===== config.mk =====
export PLATFORM = sky130hd
export DESIGN_NAME = score_bin2bcd_flat
export DESIGN_NICKNAME = d
export VERILOG_FILES = /design/src/rtl/score_pkg.sv /design/src/rtl/score_bin2bcd_if.sv /design/src/rtl/bcd_digit_adj.sv /design/src/rtl/score_bin2bcd.sv /design/src/flat_wrapper.sv
export SDC_FILE = /design/constraint.sdc
export NUM_CORES = 1
export LEC_CHECK = 0
export CORE_MARGIN = 2
export CORE_UTILIZATION = 27
export DETAILED_ROUTE_END_ITERATION = 8
export SYNTH_ARGS = -nofsm -noshare
export SYNTH_HDL_FRONTEND = slang
export SYNTH_SLANG_ARGS = --single-unit
export TNS_END_PERCENT = 30

===== constraint.sdc =====
create_clock -name clk -period 1.85 [get_ports clk]
set_clock_uncertainty 0.1 [all_clocks]
set_input_delay 0.2775 -clock clk [delete_from_list [all_inputs] [get_ports clk]]
set_output_delay 0.2775 -clock clk [all_outputs]
set_load 0.01 [all_outputs]

===== src/rtl/score_pkg.sv =====
// Shared definitions for the score binary-to-BCD path and the digit renderer.
// Holds the converter state encoding, score geometry and the digit index width
// that the renderer uses as its bitmap ROM row offset.
package score_pkg;

    localparam int unsigned SCORE_DIGITS      = 4;
    localparam int unsigned SCORE_BIN_W       = 14;
    localparam int unsigned SCORE_MAX         = 9999;
    localparam int unsigned SCORE_DIGIT_IDX_W = $clog2(SCORE_DIGITS);

    typedef enum logic [1:0] {
        IDLE = 2'd0,
        OP   = 2'd1,
        DONE = 2'd2
    } state_t;

endpackage


===== src/rtl/score_bin2bcd_if.sv =====
// Request/result bundle between the score source and score_bin2bcd.
// master: drives start/in, observes ready, done_tick, bcd3..bcd0 (and overflow).
// slave : the converter side.
// Optional macro SCORE_CLAMP_EN adds the overflow flag.
interface score_bin2bcd_if #(
    parameter int unsigned BIN_W = score_pkg::SCORE_BIN_W
);
    logic             start;
    logic [BIN_W-1:0] in;
    logic             ready;
    logic             done_tick;
    logic [3:0]       bcd3;
    logic [3:0]       bcd2;
    logic [3:0]       bcd1;
    logic [3:0]       bcd0;
`ifdef SCORE_CLAMP_EN
    logic             overflow;

    modport master (output start, in,
                    input  ready, done_tick, bcd3, bcd2, bcd1, bcd0, overflow);
    modport slave  (input  start, in,
                    output ready, done_tick, bcd3, bcd2, bcd1, bcd0, overflow);
`else
    modport master (output start, in,
                    input  ready, done_tick, bcd3, bcd2, bcd1, bcd0);
    modport slave  (input  start, in,
                    output ready, done_tick, bcd3, bcd2, bcd1, bcd0);
`endif
endinterface


===== src/rtl/bcd_digit_adj.sv =====
// Double-dabble correction cell: a digit of 5 or more gets +3 so that the
// following left shift carries correctly into the next decimal digit.
// Ports: d - working digit in, q - corrected digit out (combinational).
module bcd_digit_adj (
    input  logic [3:0] d,
    output logic [3:0] q
);
    assign q = (d >= 4'd5) ? (d + 4'd3) : d;
endmodule


===== src/rtl/score_bin2bcd.sv =====
// Sequential binary-to-BCD converter feeding the score digit renderer.
// One double-dabble iteration per clock; digit outputs only change on the
// edge that completes a conversion, so the display never shows partial values.
// Ports: clk, reset (sync, active-high), bus (slave side of score_bin2bcd_if:
//        start/in request, ready, done_tick, bcd3..bcd0 result).
// Optional macro SCORE_CLAMP_EN: inputs above 9999 clamp to 9999 and raise
// a registered overflow flag; otherwise the result wraps modulo 10000.
module score_bin2bcd
    import score_pkg::*;
#(
    parameter int unsigned BIN_W = SCORE_BIN_W
) (
    input  logic              clk,
    input  logic              reset,
    score_bin2bcd_if.slave    bus
);

    localparam int unsigned CNT_W = $clog2(BIN_W + 1);
    localparam int unsigned BCD_W = 4 * SCORE_DIGITS;

    state_t           state;
    logic [CNT_W-1:0] n;
    logic [BIN_W-1:0] bin_reg;
    logic [BCD_W-1:0] bcd_work;
    logic [BCD_W-1:0] bcd_adj;
    logic [BCD_W-1:0] bcd_next;
    logic [BCD_W-1:0] bcd_out;
    logic [BIN_W-1:0] load_val;

    // Per-digit +3 correction ahead of the shift
    for (genvar i = 0; i < SCORE_DIGITS; i++) begin : g_adj
        bcd_digit_adj u_adj (
            .d (bcd_work[4*i +: 4]),
            .q (bcd_adj[4*i +: 4])
        );
    end

    // Post-shift digits; the carry out of the top digit is dropped
    assign bcd_next = {bcd_adj[BCD_W-2:0], bin_reg[BIN_W-1]};

`ifdef SCORE_CLAMP_EN
    logic over_c;
    logic overflow;

    assign over_c   = (bus.in > BIN_W'(SCORE_MAX));
    assign load_val = over_c ? BIN_W'(SCORE_MAX) : bus.in;

    // Overflow flag follows each accepted request
    always_ff @(posedge clk) begin
        if (reset) begin
            overflow <= 1'b0;
        end else if (state == IDLE && bus.start) begin
            overflow <= over_c;
        end
    end

    assign bus.overflow = overflow;
`else
    assign load_val = bus.in;
`endif

    // Conversion FSM, iteration counter, shift register and digit outputs
    always_ff @(posedge clk) begin
        if (reset) begin
            state    <= IDLE;
            n        <= '0;
            bin_reg  <= '0;
            bcd_work <= '0;
            bcd_out  <= '0;
        end else begin
            case (state)
                IDLE: begin
                    if (bus.start) begin
                        bin_reg  <= load_val;
                        bcd_work <= '0;
                        n        <= CNT_W'(BIN_W);
                        state    <= OP;
                    end
                end
                OP: begin
                    bcd_work <= bcd_next;
                    bin_reg  <= {bin_reg[BIN_W-2:0], 1'b0};
                    n        <= n - CNT_W'(1);
                    if (n == CNT_W'(1)) begin
                        bcd_out <= bcd_next;
                        state   <= DONE;
                    end
                end
                DONE: begin
                    state <= IDLE;
                end
                default: begin
                    state <= IDLE;
                end
            endcase
        end
    end

    assign bus.ready     = (state == IDLE);
    assign bus.done_tick = (state == DONE);
    assign bus.bcd3      = bcd_out[15:12];
    assign bus.bcd2      = bcd_out[11:8];
    assign bus.bcd1      = bcd_out[7:4];
    assign bus.bcd0      = bcd_out[3:0];

endmodule


===== src/flat_wrapper.sv =====
// flat-port wrapper written by rule: the top's interface ports become plain ports
module score_bin2bcd_flat import score_pkg::*;
#(
    parameter int unsigned BIN_W = SCORE_BIN_W
)
  (clk, reset, bus_start, bus_in, bus_ready, bus_done_tick, bus_bcd3, bus_bcd2, bus_bcd1, bus_bcd0);
  score_bin2bcd_if #(.BIN_W(BIN_W)) bus_i ();
  input  logic clk;
  input  logic reset;
  input wire logic [$bits(bus_i.start)-1:0] bus_start;
  input wire logic [$bits(bus_i.in)-1:0] bus_in;
  output wire logic [$bits(bus_i.ready)-1:0] bus_ready;
  output wire logic [$bits(bus_i.done_tick)-1:0] bus_done_tick;
  output wire logic [$bits(bus_i.bcd3)-1:0] bus_bcd3;
  output wire logic [$bits(bus_i.bcd2)-1:0] bus_bcd2;
  output wire logic [$bits(bus_i.bcd1)-1:0] bus_bcd1;
  output wire logic [$bits(bus_i.bcd0)-1:0] bus_bcd0;
  assign bus_i.start = bus_start;
  assign bus_i.in = bus_in;
  assign bus_ready = bus_i.ready;
  assign bus_done_tick = bus_i.done_tick;
  assign bus_bcd3 = bus_i.bcd3;
  assign bus_bcd2 = bus_i.bcd2;
  assign bus_bcd1 = bus_i.bcd1;
  assign bus_bcd0 = bus_i.bcd0;
  score_bin2bcd #(.BIN_W(BIN_W)) u_core (.clk(clk), .reset(reset), .bus(bus_i));
endmodule

==> After elaboration in Yosys (flattened, before gate mapping) <==
Index checks and enable logic that the tools add are counted.
{ "totals": {"out_inout_bits": 18, "ff_bits": 52, "inputBits": 17, "elab_cells": 37} }
{ "classes": {"addsub": 5, "muxes": 13, "order_cmp": 4, "n_eq_ne": 5, "reduce_logical": 5} }
{ "op_table": {"columns": ["operator", "count"], "rows": [
  ["$pmux 16 s2", 1],
  ["$pmux 14 s2", 1],
  ["$ge 4x3->1 const B", 4],
  ["$mux 16", 1],
  ["$mux 4", 4],
  ["$mux 14", 1],
  ["$add 4x2->4 const B", 3],
  ["$pmux 4 s2", 1],
  ["$reduce_and 2->1", 3],
  ["$eq 4x1->1 const B", 1],
  ["$mux 2", 2],
  ["$pmux 2 s2", 1],
  ["$sub 4x1->4 const B", 1],
  ["$add 3x2->3 const B", 1],
  ["$mux 3", 1],
  ["$eq 2x1->1 const B", 1],
  ["$eq 2x2->1 const B", 1],
  ["$logic_not 2->1", 1],
  ["$ne 2x1->1 const B", 1],
  ["$ne 2x2->1 const B", 1],
  ["$reduce_bool 2->1", 1]
]} }

==> Logic depth before layout (Yosys ltp) <==
Gate-level depths: netlist (run 1).
{ "logic_depth": {"depth_word": 3, "mapped_depth": 6, "mapped_depth_nobuf": 6} }

==> Cells and area by module <==
A second synthesis (run 1) with hierarchy kept.
{ "unflattened": {"cells_unflattened": 279, "area_unflattened_um2": 2521.2} }
{ "modules_own_cells": {"columns": ["mod", "instances", "area_per_inst_um2", "seq_area_each_um2", "cells_each"], "rows": [
  ["score_bin2bcd", 1, 2115.8, 1041.0, 215],
  ["bcd_digit_adj", 4, 101.3, 0.0, 16]
]} }

==> Worst setup path before layout (run 1) <==
No wires, ideal clock.
{ "synth_path": {"kind": "register to register", "from": "reg u_core.state[1]", "to": "reg u_core.bcd_out[12]", "synth_period_minus_slack_ns": 1.661, "setup_time_ns": 0.142, "stages_incl_launch_ff": 6, "path_buffers": 2, "slack_ns": 0.189, "arrival_ns": 1.420, "required_ns": 1.608, "path_cell_list": "dfxtp_1 -> nand2b_1 -> buf_2 -> nor4b_4 -> buf_2 -> a211oi_1"} }
{ "synth_between": {"elab_chain_cells": 2} }
{ "synth_rtl": {"columns": ["element", "line_no", "rtl"], "rows": [
  ["start, declared", "score_bin2bcd.sv:21", "state_t state;"],
  ["start signal, assigned", "score_bin2bcd.sv:65", "state <= IDLE;"],
  ["start signal, assigned", "score_bin2bcd.sv:77", "state <= OP;"],
  ["start signal, assigned", "score_bin2bcd.sv:86", "state <= DONE;"],
  ["$eq 2x1->1", "score_bin2bcd.sv:71", "case (state)"],
  ["$reduce_and 2->1 (no source line)", null, null],
  ["end signal, assigned", "score_bin2bcd.sv:85", "bcd_out <= bcd_next;"],
  ["end, declared", "score_bin2bcd.sv:27", "logic [BCD_W-1:0] bcd_out;"]
]} }
No other way between the ends.
A chain may end at the register's enable or synchronous reset.

==> Worst setup path after layout (run 1) <==
{ "layout_path": {"from": "reg u_core.state[1]", "to": "reg u_core.bcd_work[11]"} }
{ "layout_between": {"elab_chain_cells": 3, "word_cells_on_any_way": 6, "classes_between": "eq/ne (2); mux (1); reduce/logical (3)"} }
{ "layout_rtl": {"columns": ["element", "line_no", "rtl"], "rows": [
  ["$eq 2x1->1 / $logic_not 2->1 (equally long branches)", "score_bin2bcd.sv:71", null],
  ["$reduce_bool 2->1 (no source line) / $ne 2x2->1 (equally long branches)", null, null],
  ["$reduce_and 2->1 (no source line)", null, null],
  ["end signal, assigned", "score_bin2bcd.sv:81", "bcd_work <= bcd_next;"],
  ["end, declared", "score_bin2bcd.sv:24", "logic [BCD_W-1:0] bcd_work;"]
]} }
Several ways; a longest one is shown, not always the timed one.

==> flow_metrics.env, run 1 <==
export IMPL_wl_met2_mm=2.70
export IMPL_drive_above_1_share=0.162
export IMPL_cp_start_kind="flip-flop"
export IMPL_period_needed_ns=1.71
export IMPL_rsz0062_at_grt="false"
export IMPL_final_cell_area_mm2=0.00314
export IMPL_cts_root_buf="clkbuf_8"
export IMPL_syn_area_per_cell_um2=8.74
export IMPL_crit_family="buffers and inverters"
export IMPL_seq_area_mm2=0.00104
export IMPL_globalRouteOverflowTotal=0
export IMPL_period_share=0.927
export IMPL_start_util=0.273
export IMPL_path_cells="buf_6 -> buf_4 -> buf_4 -> o21ai_0 -> buf_4 -> o31ai_1 -> a32o_1"
export IMPL_fillers=948
export IMPL_cts_max_level=2
export IMPL_end_kind="flip-flop"
export IMPL_p_leak_nw=1.19
export IMPL_die_area_mm2=0.0100
export IMPL_grt_max_degree=19
export IMPL_setup_slack_ns=0.135
export IMPL_place_hpwl_mm=4.20
export IMPL_multi_input_area_mm2=0.00128
export IMPL_ys_warnings_count=0
export IMPL_worstHoldEndpoint="u_core.bcd_out[9]"
export IMPL_ys_ff_latch=52
export IMPL_max_slew_margin=0.619
export IMPL_min_from="u_core.bcd_out[9]"
export IMPL_place_congestion=0.792
export IMPL_avgRoutedWirePerCell_um=13.6
export IMPL_syn_cell_area_mm2=0.00249
export IMPL_outcome="finished, final reports clean"
export IMPL_hold_class="reg2reg"
export IMPL_die_w_um=100
export IMPL_synth_top_area_frac=0.418
export IMPL_ys_types=31
export IMPL_cts_sinks=52
export IMPL_syn_instance_count=285
export IMPL_cts_tree="done"
export IMPL_antenna_found_initial=0
export IMPL_core_area_mm2=0.00911
export IMPL_cp_slowest_stage_delay_ns=0.33
export IMPL_gr_usage_all_layers=0.124
export IMPL_path_class="reg2reg"
export IMPL_synthXorXnorAreaFrac=0.0141
export IMPL_ys_top_cells_by_area="dfxtp_1 (42%), a21oi_1 (7.8%), o221a_2 (5.9%)"
export IMPL_hold_violations=0
export IMPL_path_buf_inv=4
export IMPL_synth_top_family_by_area="compound AO/OA/AOI/OAI gates"
export IMPL_ioPinCount=35
export IMPL_synthSimpleGateAreaFrac=0.153
export IMPL_wl_met1_mm=2.86
export IMPL_wl_mm=5.95
export IMPL_place_ws_ns=0.0576
export IMPL_area_delta_synth_final_pct=26.1
export IMPL_port_buffers=34
export IMPL_clock_fmax_ghz=0.583
export IMPL_slew_violations=0
export IMPL_highest_layer="met4"
export IMPL_vdd_ir_drop_max_v=0.000351
export IMPL_setup_violations=0
export IMPL_rows=35
export IMPL_wl_met3_um=329
export IMPL_critical_path_slowest_cell="dfxtp_1"
export IMPL_drv_max_cap_violation_count=0
export IMPL_stdcell_count=439
export IMPL_powerDensity_mw_per_mm2=696
export IMPL_worstMarginPinSlew_ns=0.569
export IMPL_clk_path_buf_depth=2
export IMPL_synth_top_cell_by_area="dfxtp_1"
export IMPL_r2r_start="u_core.state[1]"
export IMPL_holdPathStages=2
export IMPL_arrival_ns=1.83
export IMPL_drt_vias_per_instance=4.97
export IMPL_seq_area_frac_synth=0.418
export IMPL_r2r_setup_slack_ns=0.14
export IMPL_placed_cell_area_mm2=0.00303
export IMPL_synthMuxAreaShare=0.0211
export IMPL_routed_via_count=2180
export IMPL_antenna_left=0
export IMPL_grt_pass1_vias=2138
export IMPL_worst_skew_pair_late_latency_ns=0.31
export IMPL_grt_pass1_wl_mm=10.1
export IMPL_drtIter0Drc=65
export IMPL_r2r_end="u_core.bcd_work[11]"
export IMPL_post_route_drc_count=0
export IMPL_path_max_fanout=18
export IMPL_tns_ns=0
export IMPL_synth_nets=312
export IMPL_finish_utilization=0.345
export IMPL_diodes=0
export IMPL_num_nets_final=354
export IMPL_synth_adder_area_share=0.0503
export IMPL_r2r_cells=7
export IMPL_clk_pin_slew_ns=0.10
export IMPL_dp_cells=430
export IMPL_cp_common_cell="buf_4"
export IMPL_synth_compound_area_frac=0.276
export IMPL_cp_data_required_time_ns=1.97
export IMPL_die_y_um=100
export IMPL_dr_pass1_iters=4
export IMPL_cts_buffers=5
-- synthesized netlist by cell type --
master    instances
a32o_1            4
o22ai_1          11
nor4_1            1
o221a_2          13
nand3b_1          3
a22o_1            3
nor3b_1          11
mux2_2            2
nor2b_1           1
buf_6             1
nand2_1          12
a31o_2            3
o21ba_2           1
xnor2_1           4
a211oi_2          5
nor2_1           36
o21ai_0          12
inv_1            24
nor4bb_1          1
mux2i_1           3
nand2b_1          7
nor4b_4           1
nor3_1            1
o31ai_1           5
a211oi_1          2
a21oi_1          39
buf_1             2
buf_2             2
ha_1             10
clkbuf_1         13
dfxtp_1          52
-- cell usage in the layout, fill, tap and decap left out, types with 4 or more instances in the layout --
cell type / count
dfxtp_1: 51
a21oi_1: 39
nor2_1: 36
clkdlybuf4s50_1: 32
inv_1: 24
buf_4: 18
o221a_2: 13
o21ai_0: 12
nand2_1: 12
nor3b_1: 11
o22ai_1: 11
ha_1: 10
nand2b_1: 7
clkbuf_8: 6
o31ai_1: 5
a211oi_2: 5
a32o_1: 4
xnor2_1: 4
-- worst max path at each step --
stage / startpoint / slack, ns / depth (start not counted) / to
4_1_cts: u_core.state[0] / 0.005 / 3 / bus_done_tick
5_1_grt: u_core.state[1] / 0.02 / 7 / u_core.bcd_work[7]
3_3_place_gp: reset / 0.07 / 4 / u_core.bcd_work[15]
6_report: u_core.state[1] / 0.14 / 7 / u_core.bcd_work[11]
2_1_floorplan: u_core.state[1] / 0.19 / 5 / u_core.bcd_out[12]
3_5_place_dp: bus_start / 0.06 / 4 / u_core.bcd_work[5]
-- power by group --
| group | internal, mW | leakage, nW | total, mW | switching [mW] |
|---|---|---|---|---|
| Sequential | 1.16 | 0.424 | 1.21 | 0.0415 |
| Combinational | 0.139 | 0.710 | 0.279 | 0.140 |
| Clock | 0.307 | 0.0516 | 0.701 | 0.394 |
-- metal layers --
layer / track usage / vias up
li1: - / 1099
met1: 0.159 / 1017
met2: 0.207 / 57
met3: 0.0286 / 7
met4: 0.0379 / 0
met5: 0 / -
-- timing repair --
| action | in CTS | in global routing |
|---|---|---|
| hold buffers | 0 | 0 |
| endpoints found under the setup margin | 2 | 2 |
| buffers inserted | 1 | 0 |
| hold endpoints to repair | 0 | 0 |
| resized for setup | 2 | 2 |
-- layout make-up --
class                   count  area share
clock inverters             2     0.00438
flip-flops and latches     52       0.332
inverters                  24      0.0287
repair buffers             53       0.157
well taps                 111      0.0442
multi-input cells         191       0.408
clock buffers               6      0.0263
-- per-stage QoR --
step / power [mW] / hold WS, ns
floorplan: 1.40 / 0.326
global placement: 1.50 / 0.354
detailed placement: 1.51 / 0.360
CTS: 2.21 / 0.379
global route: 2.29 / 0.402
finish: 2.18 / 0.377
-- kinds of logic (layout without fill, tap and decap cells) --
kind of cell / Yosys count / in the layout
adders and majority gates: 10 / 10
xor gates and xnor gates: 4 / 4
DFF: 52 / 52
muxes: 5 / 5
and+or+nand+nor: 74 / 74
buffers and inverters: 42 / 85
AOI/OAI and AO/OA: 98 / 98
-- worst register-to-register path: cells and delay by family, from the launching register on --
kind	cells	cell delay [ns]
AO/OA/AOI/OAI	3	0.49
buffers and inverters	4	0.71
flip-flops	1	0.33
Note: power is estimated with default switching activity, not from simulation.
==> inputs of run 2 (changes only) <==
--- a/config.mk
+++ b/config.mk
@@ -7,6 +7,7 @@
 export LEC_CHECK = 0
 export CORE_MARGIN = 2
 export CORE_UTILIZATION = 27
+export CTS_BUF_LIST = sky130_fd_sc_hd__clkbuf_4 sky130_fd_sc_hd__clkbuf_8
 export DETAILED_ROUTE_END_ITERATION = 8
 export SYNTH_ARGS = -nofsm -noshare
 export SYNTH_HDL_FRONTEND = slang
==> results of run 2 <==
The final DEF is identical to that of run 1; final timing and power are the same.
